### config.mk
export PLATFORM = sky130hd
export DESIGN_NAME = vic_irq_arbiter
export DESIGN_NICKNAME = d
export VERILOG_FILES = /design/src/rtl/vic_pkg.sv /design/src/rtl/vic_irq_sync.sv /design/src/rtl/vic_irq_arbiter.sv
export SDC_FILE = /design/constraint.sdc
export NUM_CORES = 1
export LEC_CHECK = 0
export ABC_AREA = 0
export BUFFER_PORTS_ARGS = -buffer_cell sky130_fd_sc_hd__buf_4
export CAP_MARGIN = 10
export CORE_MARGIN = 2
export CORE_UTILIZATION = 50
export CTS_CLUSTER_SIZE = 40
export DETAILED_ROUTE_END_ITERATION = 10
export GPL_TIMING_DRIVEN = 0
export HOLD_SLACK_MARGIN = 0.06
export PLACE_DENSITY_LB_ADDON = 0.1
export SETUP_SLACK_MARGIN = 0.02
export SYNTH_ARGS = -nofsm -noshare
export SYNTH_HDL_FRONTEND = slang
export SYNTH_HIERARCHICAL = 1
export SYNTH_SLANG_ARGS = --single-unit
### constraint.sdc
create_clock -name clk -period 2 [get_ports clk]
set_input_delay 0.1 -clock clk [delete_from_list [all_inputs] [get_ports clk]]
set_output_delay 0.1 -clock clk [all_outputs]
set_load 0.005 [all_outputs]
### src/rtl/vic_pkg.sv
// Shared types and constants for the vectored interrupt controller.
// Holds FSM states, config addresses and default sizes.
package vic_pkg;

  localparam int N_SRC_DEF  = 8;
  localparam int ADDR_W_DEF = 5;

  localparam logic [4:0] CFG_MASK     = 5'd0;
  localparam logic [4:0] CFG_MODE     = 5'd1;
  localparam logic [4:0] CFG_VEC_BASE = 5'd2;

  typedef enum logic [1:0] {
    IDLE    = 2'd0,
    SERVICE = 2'd1,
    GAP     = 2'd2
  } vic_state_t;

endpackage

### src/rtl/vic_irq_sync.sv
// Two-flop synchroniser for one interrupt line.
// Also flags a rising edge of the synchronised value.
module vic_irq_sync (
  input  logic clk,
  input  logic rst,
  input  logic i_line,
  output logic o_sync,
  output logic o_rise
);

  logic s1;
  logic s2;
  logic s3;

  // metastability chain plus one extra stage for edge detect
  always_ff @(posedge clk or negedge rst) begin
    if (!rst) begin
      s1 <= 1'b0;
      s2 <= 1'b0;
      s3 <= 1'b0;
    end else begin
      s1 <= i_line;
      s2 <= s1;
      s3 <= s2;
    end
  end

  assign o_sync = s2;
  assign o_rise = s2 & ~s3;

endmodule

### src/rtl/vic_irq_arbiter.sv
// Interrupt front end: sync, pending, fixed-priority grant.
// Sequences each grant through completion on i_reti.
module vic_irq_arbiter
  import vic_pkg::*;
#(
  parameter int N_SRC  = N_SRC_DEF,
  parameter int ADDR_W = ADDR_W_DEF
) (
  input  logic              clk,
  input  logic              rst,
  input  logic [N_SRC-1:0]  i_irq_lines,
  input  logic              i_cfg_we,
  input  logic [4:0]        i_cfg_addr,
  input  logic [15:0]       i_cfg_wdata,
  input  logic              i_reti,
  output logic              o_IRQ,
  output logic [ADDR_W-1:0] o_ISR_addr,
  output logic [3:0]        o_active_id,
  output logic              o_busy,
  output logic [N_SRC-1:0]  o_pending
);

  logic [N_SRC-1:0]  sync;
  logic [N_SRC-1:0]  rise;
  logic [N_SRC-1:0]  pending;
  logic [N_SRC-1:0]  pend_n;
  logic [N_SRC-1:0]  mask;
  logic [N_SRC-1:0]  mode;
  logic [ADDR_W-1:0] vec [N_SRC];
  logic [N_SRC-1:0]  elig;
  logic [N_SRC-1:0]  win_oh;
  logic [3:0]        win_id;
  logic [ADDR_W-1:0] win_vec;
  logic [N_SRC-1:0]  clr;
  logic              reti_q;
  logic              reti_rise;

  vic_state_t        state;
  vic_state_t        state_n;
  logic              irq_q;
  logic              irq_n;
  logic              busy_q;
  logic              busy_n;
  logic [ADDR_W-1:0] addr_q;
  logic [ADDR_W-1:0] addr_n;
  logic [3:0]        id_q;
  logic [3:0]        id_n;

  logic unused_wdata;
  assign unused_wdata = ^i_cfg_wdata;

  for (genvar g = 0; g < N_SRC; g++) begin : g_sync
    vic_irq_sync u_sync (
      .clk    (clk),
      .rst    (rst),
      .i_line (i_irq_lines[g]),
      .o_sync (sync[g]),
      .o_rise (rise[g])
    );
  end

  // config registers; vector table resets to identity
  always_ff @(posedge clk or negedge rst) begin
    if (!rst) begin
      mask <= '0;
      mode <= '0;
      for (int i = 0; i < N_SRC; i++)
        vec[i] <= ADDR_W'(i);
    end else if (i_cfg_we) begin
      if (i_cfg_addr == CFG_MASK)
        mask <= i_cfg_wdata[N_SRC-1:0];
      if (i_cfg_addr == CFG_MODE)
        mode <= i_cfg_wdata[N_SRC-1:0];
      for (int i = 0; i < N_SRC; i++)
        if (i_cfg_addr == 5'(int'(CFG_VEC_BASE) + i))
          vec[i] <= i_cfg_wdata[ADDR_W-1:0];
    end
  end

  // edge sources latch (set beats clear), level sources follow
  always_comb begin
    pend_n = '0;
    for (int i = 0; i < N_SRC; i++) begin
      if (mode[i])
        pend_n[i] = rise[i] | (pending[i] & ~clr[i]);
      else
        pend_n[i] = sync[i];
    end
  end

  // pending register
  always_ff @(posedge clk or negedge rst) begin
    if (!rst)
      pending <= '0;
    else
      pending <= pend_n;
  end

  // lowest eligible index wins
  always_comb begin
    elig    = pending & mask;
    win_oh  = '0;
    win_id  = '0;
    win_vec = '0;
    for (int i = N_SRC - 1; i >= 0; i--) begin
      if (elig[i]) begin
        win_oh  = '0;
        win_oh[i] = 1'b1;
        win_id  = 4'(i);
        win_vec = vec[i];
      end
    end
  end

  assign reti_rise = i_reti & ~reti_q;

  // state, request outputs and reti edge history
  always_ff @(posedge clk or negedge rst) begin
    if (!rst) begin
      state  <= IDLE;
      irq_q  <= 1'b0;
      busy_q <= 1'b0;
      addr_q <= '0;
      id_q   <= '0;
      reti_q <= 1'b0;
    end else begin
      state  <= state_n;
      irq_q  <= irq_n;
      busy_q <= busy_n;
      addr_q <= addr_n;
      id_q   <= id_n;
      reti_q <= i_reti;
    end
  end

  // grant in IDLE, complete in SERVICE, one dead cycle in GAP
  always_comb begin
    state_n = state;
    irq_n   = irq_q;
    busy_n  = busy_q;
    addr_n  = addr_q;
    id_n    = id_q;
    clr     = '0;
    unique case (state)
      IDLE: begin
        if (|elig) begin
          state_n = SERVICE;
          irq_n   = 1'b1;
          busy_n  = 1'b1;
          addr_n  = win_vec;
          id_n    = win_id;
          clr     = win_oh & mode;
        end
      end
      SERVICE: begin
        if (reti_rise) begin
          state_n = GAP;
          irq_n   = 1'b0;
          busy_n  = 1'b0;
        end
      end
      GAP: begin
        state_n = IDLE;
      end
      default: begin
        state_n = IDLE;
      end
    endcase
  end

  assign o_IRQ       = irq_q;
  assign o_ISR_addr  = addr_q;
  assign o_active_id = id_q;
  assign o_busy      = busy_q;
  assign o_pending   = pending;

endmodule

==> flow_summary.toml <==
[synthesis]
syn_inst = 328
synthArstFlopShare = 1.000
synthesis.nets = 361
ys.flop_type = "dfrtp_1"
synth_top_cell_by_area = "dfrtp_1"
ys_seq_elements = 100
ys_top_cells_by_area = "dfrtp_1 (52%), mux2_2 (9.8%), dfstp_2 (7.4%)"
yosysTopAreaCellShare = 0.5183
yosys_warnings = 6
synth.distinct_cells = 40
yosysSeqAreaShare = 0.5925
syn_area_sq_mm = 0.004249
synth_area_per_cell_sq_um = 12.95
synth_edf_count = 0

[clock_network]
worstSkewPairLatency_ns = 0.37
cts_buffers = 9
cts.sinks = 100
htreeDepth = 3
cts_tree = "done"
clockRootBuffer = "clkbuf_8"
clkTransAtPathRegs_ns = 0.10
cts.path.max_buffers = 2
ctsResizeCount = 0

[global_route]
grt_max_degree = 101
overflow = 0
grt_pass1_vias = 2838
track_usage = 0.2178
antenna_found_initial = 0
grt_pass1_wl_microns = 14840

[die]
ioPinCount = 52
rows = 33
design.die.area_sq_mm = 0.009252
die_y_microns = 96.19
die_w_microns = 96.19
start_util = 0.5171
fp.coreArea_sq_mm = 0.008217

[worst_setup_path]
arrival_ns = 2.03
rr_startpoint = "mask[6]"
required_ns = 2.23
max_stage_delay_ns = 0.33
crit_slowest_cell = "dfrtp_1"
start_kind = "flop"
r2r.worst_path.cells = 5
end_kind = "flop"
path_max_fanout = 9
reg2reg_setup_slack_ns = 0.20
reg2reg_to = "o_ISR_addr[4]"
crit_chain = "clkbuf_1 -> nand2_1 -> a41oi_1 -> a2bb2oi_1 -> o221ai_1"
critical_path_class = "flop to flop"

[timing]
rsz0062_at_grt = "false"
period_share = 0.8993
max_slew_margin = 0.4134
hold_ws_ns = 0.2829
fin_skew_ns = 0.008955
period_needed_ns = 1.799
fmax_mhz = 556.0
final-hold-violation-count = 0
worstMarginPinSlew_ns = 0.8799
slew_violations = 0
setup_viol = 0
tns_ns = 0

[place]
gp_congestion = 0.7684
hpwl_microns = 6178
numPortBuffers = 37
dp.cells = 470

[power_and_ir_drop]
p_per_area_mw_per_mm2 = 1094
ir_worst_vdd_v = 0.0005847
total_power_mw = 5.502
p_leak_nw = 2.228

[run]
maxCapViolCount = 0

[finish]
drive_above_1_share = 0.3063
layout_commonest_cell = "dfrtp_1"
antenna_cells = 0
finalNonFillerCells = 500
nets = 424
area_growth_pct = 18.32
final_cell_mix = "dfrtp_1 (88), buf_4 (40), mux2_2 (37), nand2_1 (26), mux2_1 (19)"
fillers = 682
final_core_utilization = 0.6118
register_area_sq_mm = 0.002517
multi_input_area_sq_mm = 0.001594

[route]
firstDrtPassIters = 4
first_iter_violations = 156
drc_errors = 0
wirelength_microns = 9003
ant_nets = 0
via_per_inst = 5.634
wl_per_cell_microns = 18.01
via_count = 2817

[run_status]
status = "complete, no violations"

[hold_path]
whs_path_depth = 4
hp-start = "i_cfg_addr[3]"
hold_path_class = "input pin to flop"
holdPathEnd = "vec[38]"
kinds of logic after synthesis:
kind of cell	Yosys count	synth area share
mux	56	0.1484
other cells	1	0.0008825
flops	100	0.5925
simple gates	73	0.1010
buf+inv	30	0.03239
compound gates	68	0.1248
final cells by class:
type | instances | share of cell area
Inverter | 8 | 0.005973
Tap cell | 105 | 0.02613
Sequential cell | 100 | 0.5007
Buffer | 22 | 0.02140
Timing Repair Buffer | 52 | 0.08487
Multi-Input combinational cell | 198 | 0.3171
Clock buffer | 9 | 0.02464
Clock inverter | 6 | 0.01916
cell usage after synthesis, types with 2 or more instances:
library cell,instances
and3_1,2
buf_2,2
mux2_1,19
a32o_1,6
a21oi_1,9
a31oi_1,4
and2_1,2
o31ai_1,3
a22oi_1,3
nor2_1,10
o211ai_1,5
clkbuf_1,11
nand4_1,3
buf_1,5
o21ai_1,3
nor2b_4,8
a22o_1,4
mux2_2,37
nand3_1,14
a2bb2oi_1,5
a41oi_1,5
dfstp_2,12
buf_6,2
dfrtp_1,88
o21ai_0,7
nor2b_1,3
inv_1,8
o221ai_1,10
buf_4,2
nand2_1,26
report_power, final:
group	switching [mW]	leakage [nW]	internal, mW	total, mW
combinational	0.699	0.913	0.707	1.41
clock	0.715	0.108	0.713	1.43
sequential	0.247	1.21	2.42	2.67
total	1.66	2.23	3.84	5.50
worst max-delay path by stage:
| stage | start | endpoint | slack (ns) | depth (start not counted) |
|---|---|---|---|---|
| floorplan | o_pending[5] | o_ISR_addr[0] | 0.27 | 5 |
| global placement | o_pending[6] | o_ISR_addr[4] | 0.06 | 5 |
| detailed placement | o_pending[6] | o_ISR_addr[1] | 0.008 | 5 |
| CTS | mask[6] | o_ISR_addr[4] | 0.19 | 5 |
| global route | o_pending[6] | o_ISR_addr[1] | 0.04 | 5 |
| finish | mask[6] | o_ISR_addr[4] | 0.20 | 5 |
stage by stage:
stage               cell area (sq um)  setup slack, ns
global route                     5027          0.03843
CTS                              5024           0.1942
global placement                 4658          0.05525
detailed placement               4658         0.007606
floorplan                        4249           0.2721
finish                           5027           0.2014
critical path, delay by kind of cell, from the launching register on:
family                 cells  cell delay [ns]
DFF                        1             0.33
AOI/OAI and AO/OA          3             0.73
buffers and inverters      1             0.32
and+or+nand+nor            1             0.29
per-layer routing:
metal / vias up / wire length [microns] / track usage
met3: 7 / 318 / 0.04777
li1: 1325 / - / -
met4: 0 / 102 / 0.05238
met1: 1425 / 4301 / 0.3106
met2: 60 / 4281 / 0.3409
met5: - / 0 / 0
state kept, by name, summed over array words and instances (netlist names):
| name | cells |
|---|---|
| o_ISR_addr | 5 |
| g_sync.u_sync/o_sync | 8 |
| g_sync.u_sync/s3 | 8 |
| o_busy | 1 |
| g_sync.u_sync/s1 | 8 |
| o_pending | 8 |
| mask | 8 |
| o_active_id | 3 |
| vec | 40 |
| state | 2 |
| mode | 8 |
| reti_q | 1 |
timing repair:
item | 4_1_cts | 5_1_grt
hold buffers | 13 | 0
buffers inserted | 2 | 0
hold endpoints to repair | 80 | 0
setup endpoints to repair | 6 | 0
No activity file was read; power rests on OpenSTA's default activity.
